--- config.mk ---
export PLATFORM = sky130hd
export DESIGN_NAME = ac_motor_ramp_control_flat
export DESIGN_NICKNAME = d
export VERILOG_FILES = /design/src/rtl/ac_motor_ramp_control_if.sv /design/src/rtl/ac_motor_ramp_control.sv /design/src/flat_wrapper.sv
export SDC_FILE = /design/constraint.sdc
export NUM_CORES = 1
export LEC_CHECK = 0
export ABC_AREA = 1
export BUFFER_PORTS_ARGS = -buffer_cell sky130_fd_sc_hd__buf_2
export CORE_ASPECT_RATIO = 1.75
export CORE_UTILIZATION = 45
export CTS_CLUSTER_DIAMETER = 80
export DETAILED_ROUTE_END_ITERATION = 8
export PLACE_DENSITY_LB_ADDON = 0.25
export REMOVE_ABC_BUFFERS = 1
export SLEW_MARGIN = 20
export SYNTH_ARGS = -nofsm -noshare
export SYNTH_HDL_FRONTEND = slang
export SYNTH_SLANG_ARGS = --single-unit
--- constraint.sdc ---
create_clock -name CLK -period 4.5 [get_ports CLK]
set_input_delay 0.9 -clock CLK [delete_from_list [all_inputs] [get_ports CLK]]
set_output_delay 0.9 -clock CLK [all_outputs]
set_load 0.01 [all_outputs]
--- src/rtl/ac_motor_ramp_control_if.sv ---
// ac_motor_ramp_control_if
// Command/drive bundle between the speed-command source (master) and the
// ramp controller (slave). CLK and RST stay outside as plain ports.
interface ac_motor_ramp_control_if #(
    parameter int WIDTH = 13
);
    logic                    ENABLE;
    logic signed [WIDTH-1:0] POWER;
    logic                    CW;
    logic                    CCW;
    logic        [WIDTH-1:0] FREQUENCY;
    logic signed [WIDTH-1:0] AMPLITUDE;
    logic                    AT_SPEED;

    modport master (
        output ENABLE, POWER,
        input  CW, CCW, FREQUENCY, AMPLITUDE, AT_SPEED
    );

    modport slave (
        input  ENABLE, POWER,
        output CW, CCW, FREQUENCY, AMPLITUDE, AT_SPEED
    );
endinterface

--- src/rtl/ac_motor_ramp_control.sv ---
// ac_motor_ramp_control
// Turns a signed power command into a slew-limited drive frequency, a V/f
// amplitude and CW/CCW enables. Reversal always goes brake-to-zero, dead
// time, then ramp up in the new direction.
// Optional feature macro: AC_MOTOR_VF_BOOST_EN adds a low-speed amplitude
// offset (BOOST) while a direction is enabled; without it AMPLITUDE tracks
// FREQUENCY one-to-one.
//
// state    | meaning
// ---------+----------------------------------------------------------
// ST_IDLE  | no drive, FREQUENCY=0, waiting for a nonzero target
// ST_DEAD  | both directions off for DEAD_CYCLES before (re)starting
// ST_RUN   | direction latched, FREQUENCY ramps toward target magnitude
// ST_BRAKE | direction held, FREQUENCY ramps to 0 before stop/reverse
module ac_motor_ramp_control #(
    parameter int WIDTH       = 13,
    parameter int RAMP_DIV    = 1024,
    parameter int STEP        = 8,
    parameter int DEAD_CYCLES = 256,
    parameter int BOOST       = 200
) (
    input  logic                       CLK,
    input  logic                       RST,
    ac_motor_ramp_control_if.slave     bus
);

    localparam int PW = $clog2(RAMP_DIV + 1);
    localparam int DW = $clog2(DEAD_CYCLES + 1);

    localparam logic [WIDTH-1:0] MAG_MAX   = {1'b0, {(WIDTH-1){1'b1}}};
    localparam logic [WIDTH-1:0] MAG_MIN   = {1'b1, {(WIDTH-1){1'b0}}};
    localparam logic [WIDTH-1:0] STEP_W    = WIDTH'(STEP);
    localparam logic [PW-1:0]    PRE_LAST  = PW'(RAMP_DIV - 1);
    localparam logic [DW-1:0]    DEAD_LOAD = DW'(DEAD_CYCLES - 1);

    // Reject parameter sets that would break the ramp or dead-time timing.
    if (WIDTH < 2 || RAMP_DIV < 1 || STEP < 1 || DEAD_CYCLES < 1 || BOOST < 0) begin : g_param_err
        $error("ac_motor_ramp_control: illegal parameter value");
    end

    typedef enum logic [1:0] {
        ST_IDLE,
        ST_DEAD,
        ST_RUN,
        ST_BRAKE
    } state_t;

    state_t           state_q, state_d;
    logic [WIDTH-1:0] freq_q,  freq_d;
    logic [WIDTH-1:0] amp_q,   amp_d;
    logic             cw_q,    cw_d;
    logic             ccw_q,   ccw_d;
    logic             at_q,    at_d;
    logic             dir_q,   dir_d;     // 1 = CCW
    logic [PW-1:0]    pre_q,   pre_d;
    logic [DW-1:0]    dead_q,  dead_d;

    logic [WIDTH-1:0] power_u;
    logic [WIDTH-1:0] neg_u;
    logic [WIDTH-1:0] tgt_mag;
    logic             tgt_nz;
    logic             tgt_neg;
    logic             tick;

    // Move cur by at most STEP toward goal, landing exactly on goal.
    function automatic logic [WIDTH-1:0] step_toward(input logic [WIDTH-1:0] cur,
                                                     input logic [WIDTH-1:0] goal);
        logic [WIDTH-1:0] res;
        res = goal;
        if (cur < goal) begin
            if ((goal - cur) > STEP_W) res = cur + STEP_W;
        end else if (cur > goal) begin
            if ((cur - goal) > STEP_W) res = cur - STEP_W;
        end
        return res;
    endfunction

    // Target magnitude/direction from the command; most-negative clamps to max.
    always_comb begin
        power_u = bus.POWER;
        neg_u   = (~power_u) + {{(WIDTH-1){1'b0}}, 1'b1};
        tgt_mag = '0;
        if (bus.ENABLE) begin
            if (!power_u[WIDTH-1])      tgt_mag = power_u;
            else if (power_u == MAG_MIN) tgt_mag = MAG_MAX;
            else                         tgt_mag = neg_u;
        end
        tgt_nz  = (tgt_mag != '0);
        tgt_neg = bus.ENABLE & power_u[WIDTH-1];
    end

    // Next-state, ramp, prescaler and dead-time logic.
    always_comb begin
        state_d = state_q;
        freq_d  = freq_q;
        cw_d    = cw_q;
        ccw_d   = ccw_q;
        dir_d   = dir_q;
        dead_d  = dead_q;
        tick    = (pre_q == PRE_LAST);
        pre_d   = tick ? '0 : pre_q + PW'(1);

        case (state_q)
            ST_IDLE: begin
                freq_d = '0;
                cw_d   = 1'b0;
                ccw_d  = 1'b0;
                if (tgt_nz) begin
                    state_d = ST_DEAD;
                    dead_d  = DEAD_LOAD;
                end
            end
            ST_DEAD: begin
                cw_d  = 1'b0;
                ccw_d = 1'b0;
                if (!tgt_nz) begin
                    state_d = ST_IDLE;
                    dead_d  = '0;
                end else if (dead_q == '0) begin
                    state_d = ST_RUN;
                    dir_d   = tgt_neg;
                    cw_d    = ~tgt_neg;
                    ccw_d   = tgt_neg;
                end else begin
                    dead_d = dead_q - DW'(1);
                end
            end
            ST_RUN: begin
                if (!tgt_nz || (tgt_neg != dir_q)) begin
                    state_d = ST_BRAKE;
                    if (tick) freq_d = step_toward(freq_q, '0);
                end else if (tick) begin
                    freq_d = step_toward(freq_q, tgt_mag);
                end
            end
            ST_BRAKE: begin
                if (tick) freq_d = step_toward(freq_q, '0);
                if (freq_q == '0) begin
                    if (!tgt_nz) begin
                        state_d = ST_IDLE;
                        cw_d    = 1'b0;
                        ccw_d   = 1'b0;
                    end else if (tgt_neg != dir_q) begin
                        state_d = ST_DEAD;
                        dead_d  = DEAD_LOAD;
                        cw_d    = 1'b0;
                        ccw_d   = 1'b0;
                    end else begin
                        state_d = ST_RUN;
                    end
                end
            end
            default: begin
                state_d = ST_IDLE;
                freq_d  = '0;
                cw_d    = 1'b0;
                ccw_d   = 1'b0;
            end
        endcase

        at_d = (state_d == ST_RUN) && tgt_nz && (freq_d == tgt_mag) && (tgt_neg == dir_d);
    end

`ifdef AC_MOTOR_VF_BOOST_EN
    logic [WIDTH:0] boost_sum;

    // Boosted V/f: offset while driving, saturated at the positive maximum.
    always_comb begin
        boost_sum = {1'b0, freq_d} + (WIDTH+1)'(BOOST);
        amp_d     = '0;
        if (cw_d || ccw_d) begin
            if (boost_sum > {1'b0, MAG_MAX}) amp_d = MAG_MAX;
            else                             amp_d = boost_sum[WIDTH-1:0];
        end
    end
`else
    // Linear V/f: amplitude follows frequency exactly.
    always_comb begin
        amp_d = freq_d;
    end
`endif

    // State and output registers; synchronous reset is an immediate stop.
    always_ff @(posedge CLK) begin
        if (RST) begin
            state_q <= ST_IDLE;
            freq_q  <= '0;
            amp_q   <= '0;
            cw_q    <= 1'b0;
            ccw_q   <= 1'b0;
            at_q    <= 1'b0;
            dir_q   <= 1'b0;
            pre_q   <= '0;
            dead_q  <= '0;
        end else begin
            state_q <= state_d;
            freq_q  <= freq_d;
            amp_q   <= amp_d;
            cw_q    <= cw_d;
            ccw_q   <= ccw_d;
            at_q    <= at_d;
            dir_q   <= dir_d;
            pre_q   <= pre_d;
            dead_q  <= dead_d;
        end
    end

    assign bus.CW        = cw_q;
    assign bus.CCW       = ccw_q;
    assign bus.FREQUENCY = freq_q;
    assign bus.AMPLITUDE = amp_q;
    assign bus.AT_SPEED  = at_q;

endmodule

--- src/flat_wrapper.sv ---
// flat-port wrapper written by rule: the top's interface ports become plain ports
module ac_motor_ramp_control_flat 
#(
    parameter int WIDTH       = 13,
    parameter int RAMP_DIV    = 1024,
    parameter int STEP        = 8,
    parameter int DEAD_CYCLES = 256,
    parameter int BOOST       = 200
)
  (CLK, RST, bus_ENABLE, bus_POWER, bus_CW, bus_CCW, bus_FREQUENCY, bus_AMPLITUDE, bus_AT_SPEED);
  ac_motor_ramp_control_if #(.WIDTH(WIDTH)) bus_i ();
  input  logic CLK;
  input  logic RST;
  input wire logic [$bits(bus_i.ENABLE)-1:0] bus_ENABLE;
  input wire logic [$bits(bus_i.POWER)-1:0] bus_POWER;
  output wire logic [$bits(bus_i.CW)-1:0] bus_CW;
  output wire logic [$bits(bus_i.CCW)-1:0] bus_CCW;
  output wire logic [$bits(bus_i.FREQUENCY)-1:0] bus_FREQUENCY;
  output wire logic [$bits(bus_i.AMPLITUDE)-1:0] bus_AMPLITUDE;
  output wire logic [$bits(bus_i.AT_SPEED)-1:0] bus_AT_SPEED;
  assign bus_i.ENABLE = bus_ENABLE;
  assign bus_i.POWER = bus_POWER;
  assign bus_CW = bus_i.CW;
  assign bus_CCW = bus_i.CCW;
  assign bus_FREQUENCY = bus_i.FREQUENCY;
  assign bus_AMPLITUDE = bus_i.AMPLITUDE;
  assign bus_AT_SPEED = bus_i.AT_SPEED;
  ac_motor_ramp_control #(.WIDTH(WIDTH), .RAMP_DIV(RAMP_DIV), .STEP(STEP), .DEAD_CYCLES(DEAD_CYCLES), .BOOST(BOOST)) u_core (.CLK(CLK), .RST(RST), .bus(bus_i));
endmodule
==> summary.txt <==
Setup path
  • Worst Path Class, Setup: input port to flip-flop
  • Cell family with most CP delay: simple AND/OR/NAND/NOR gates
  • CP Data Required Time: ~4.7 ns
  • Critical path launch point type: input port
  • Max FO, Critical Path: 6
  • Bufs and invs on worst path: 6
  • Worst Setup End Kind: flip-flop
  • CP peak stage delay: about 0.27 ns
  • WP data arrival: roughly 4.7 ns
  • CP max-delay cell: ha_1

Layout
  • Post-synthesis to final-layout area growth: 36.3%
  • Ant. Diodes: 0
  • Net count, final: between 1,000 and 1,500
  • Fraction of layout cells with a size suffix above 1: around a quarter
  • Final Cell Area: 7020 µm²

Drt
  • Initial DRC Count: between 300 and 400
  • Vias: between 6,000 and 7,000
  • DR WL/cell: about 16 µm
  • Via-to-Cell Ratio: about 5.4
  • 1st-pass router iterations: 5
  • Final WL: 19.3 mm
  • Final ANT Viol Nets: 0
  • DRC viols: 0

STA
  • RSZ-0062 raised after global routing: true
  • Slew headroom: about three fifths
  • Final setup vio count: 0
  • Actual slew at the worst max-slew pin: around 0.58 ns
  • Clock Skew: 0.00782 ns
  • Final worst-path cycle share: roughly 99%
  • Final Hold Fails: 0
  • Minimum clock period after layout: 4.44 ns
  • Max Slew Vio Count: 0
  • Fmax: 225 MHz
  • WHS: between 0.4 and 0.5 ns
  • Final worst setup slack: 0.0610 ns

Synthesis
  • Top FF cell, synth: dfxtp_1
  • Avg Synthesized Cell Area: 5.57 µm²
  • Post-synth cell types: 42
  • Post-synth EDFFs: 0
  • YS warnings: 0
  • Sequential area share after synthesis: roughly 15%
  • Post-synthesis register bit count: 39
  • Ys async rst share: 0%
  • Cells after Synth: around 920
  • Synthesized area: approximately 5200 µm²

Global route
  • Met2 usage: between 60% and 70%
  • Total gr overflow: 0
  • GRT met3 Usage: between 3 and 4%
  • GR Util met1: 30.5%
  • GRT Total Usage: 32.1%
  • First-pass GRT wire length: between 30 and 40 mm
  • Pin count of the biggest net entering global routing: 25
  • Layer with the highest usage: met2
  • Vias in the first global route: roughly 6,400
  • Initial antenna violation count: 0

Hold path
  • Hold WC Path Type: flip-flop to flip-flop

Die
  • Io pins: 45
  • Core ar.: between 10,000 and 15,000 µm²
  • Core Rows: approximately 50
  • DIE AREA: 11,900 µm²
  • Die height: between 100 and 150 µm
  • Die W: between 80 and 90 µm
  • Initial cell density of the core: between 40% and 50%

Placement
  • I/O Buffers: 44
  • Post-DP Area: around 6300 µm²
  • Global placement routability congestion: between 1 and 1.5
  • Place WS: -0.755 ns
  • Hpwl dp: 14.8 mm

Power and ir drop
  • Comb power frac: 56.0%
  • PD cells: roughly 280 nW/µm²
  • Psw: about 0.81 mW
  • Register share of total power: 20.2%
  • Maximum VDD drop: 318 µV
  • Switch share: between 40% and 50%
  • Pint: 1.15 mW
  • Clk pwr share: between 20% and 30%
  • Leak: 3.81 nW

Clocking
  • CTS H-tree lvls: 2
  • Latest clock arrival within the worst-skew pair: ~0.29 ns
  • CTS tree: yes
  • Clock Tree Buf Depth: 2
  • Clock Sinks: 39
  • Cts bufs inserted: 5
  • # hold bufs at CTS: 0
  • Root buf cell: clkbuf_16
  • Worst-path clk slew: ~0.060 ns

Flow run
  • Max-cap viol count: 0

Run status
  • Outcome: complete, no violations
metrics by stage:
stage          utilization, %  std cells  setup TNS [ns]  power (mW)
3_3_place_gp             56.8       1193           -4.28        1.38
2_1_floorplan               -        885               0       0.975
4_1_cts                  60.1       1208               0        1.89
3_5_place_dp             56.8       1193           -4.34        1.38
6_report                 63.2       1217               0        1.96
5_1_grt                  63.2       1217          -0.274        2.10
cell usage in the layout, fill, tap and decap left out, types with 8 or more instances in the layout:
master and n:
a21oi_1 44, ha_4 9, nand3_2 9, nor2_2 9, buf_4 141, nand2_1 280, nand2_2 14, nand3_1 75
buf_2 41, xor2_1 32, nor3_1 11, inv_1 106, o21ai_0 37, o21ai_1 8, ha_1 20, dfxtp_1 39
nor2_1 97, nand4_1 14
per-layer routing:
layer | vias up | share of wire, %
li1 | 3263 | -
met1 | 2933 | 35
met2 | 242 | 52
met3 | 110 | 4.0
met4 | 0 | 9.1
met5 | - | 0
cells in the mapped netlist, drive strengths merged, types with 2 or more instances:
library cell | number | area share [%]
a211oi | 6 | 0.87
a21o | 3 | 0.44
a21oi | 53 | 5.4
a31oi | 7 | 0.85
buf | 29 | 3.7
clkbuf | 10 | 0.73
clkinv | 3 | 0.22
dfxtp | 39 | 15
ha | 30 | 7.3
inv | 114 | 8.3
nand2 | 300 | 22
nand3 | 84 | 8.6
nand3b | 3 | 0.44
nand4 | 15 | 1.9
nor2 | 113 | 8.6
nor3 | 12 | 1.3
nor3b | 2 | 0.29
nor4 | 3 | 0.36
o2111ai | 2 | 0.34
o211ai | 5 | 0.73
o21ai | 47 | 4.6
or2 | 2 | 0.24
xnor2 | 5 | 0.85
xor2 | 32 | 5.4
timing repair:
action	in CTS	in global routing
endpoints found under the setup margin	7	11
gates cloned	1	1
pin swaps	17	40
resized for setup	32	64
buffers inserted	7	8
power groups by stage:
stage / Combinational (mW) / Clock (mW) / Sequential, mW
detailed placement: 0.982 / 0 / 0.402
floorplan: 0.563 / 0 / 0.412
CTS: 1.02 / 0.472 / 0.394
finish: 1.10 / 0.468 / 0.396
global route: 1.21 / 0.489 / 0.398
global placement: 0.979 / 0 / 0.401
cells by family after synthesis:
kind of cell,count (synthesis),synth area share [%]
and+or+nand+nor,534,44.3
buffers and inverters,156,13.0
AOI/OAI and AO/OA,126,13.6
other,1,0.0728
DFF,39,15.2
adders and majority gates,31,7.68
xor gates and xnor gates,37,6.29
flip-flops by register name, summed over array words and instances (netlist names):
name,count
u_core.state_q,2
u_core.bus.CW,1
u_core.bus.AT_SPEED,1
u_core.pre_q,11
u_core.bus.FREQUENCY,13
u_core.dir_q,1
u_core.dead_q,9
u_core.bus.CCW,1
layout make-up:
| class | count | area [µm²] |
|---|---|---|
| flip-flops and latches | 39 | 781 |
| inverters | 117 | 444 |
| well taps | 132 | 165 |
| multi-input cells | 730 | 4050 |
| clock inverters | 2 | 60.1 |
| fillers | 1106 | 4080 |
| repair buffers | 191 | 1390 |
| clock buffers | 6 | 129 |
final timing paths:
path	start	cells after the start	slack, ns	endpoint
worst min-delay path	u_core.pre_q[0]	1	0.45	u_core.pre_q[0]
worst max register to register	u_core.bus.FREQUENCY[6]	24	0.92	u_core.bus.AT_SPEED
worst max-delay path	bus_POWER[2]	32	0.06	u_core.bus.AT_SPEED
worst min register to register	u_core.pre_q[0]	1	0.45	u_core.pre_q[0]
No activity file was read; power rests on OpenSTA's default activity.
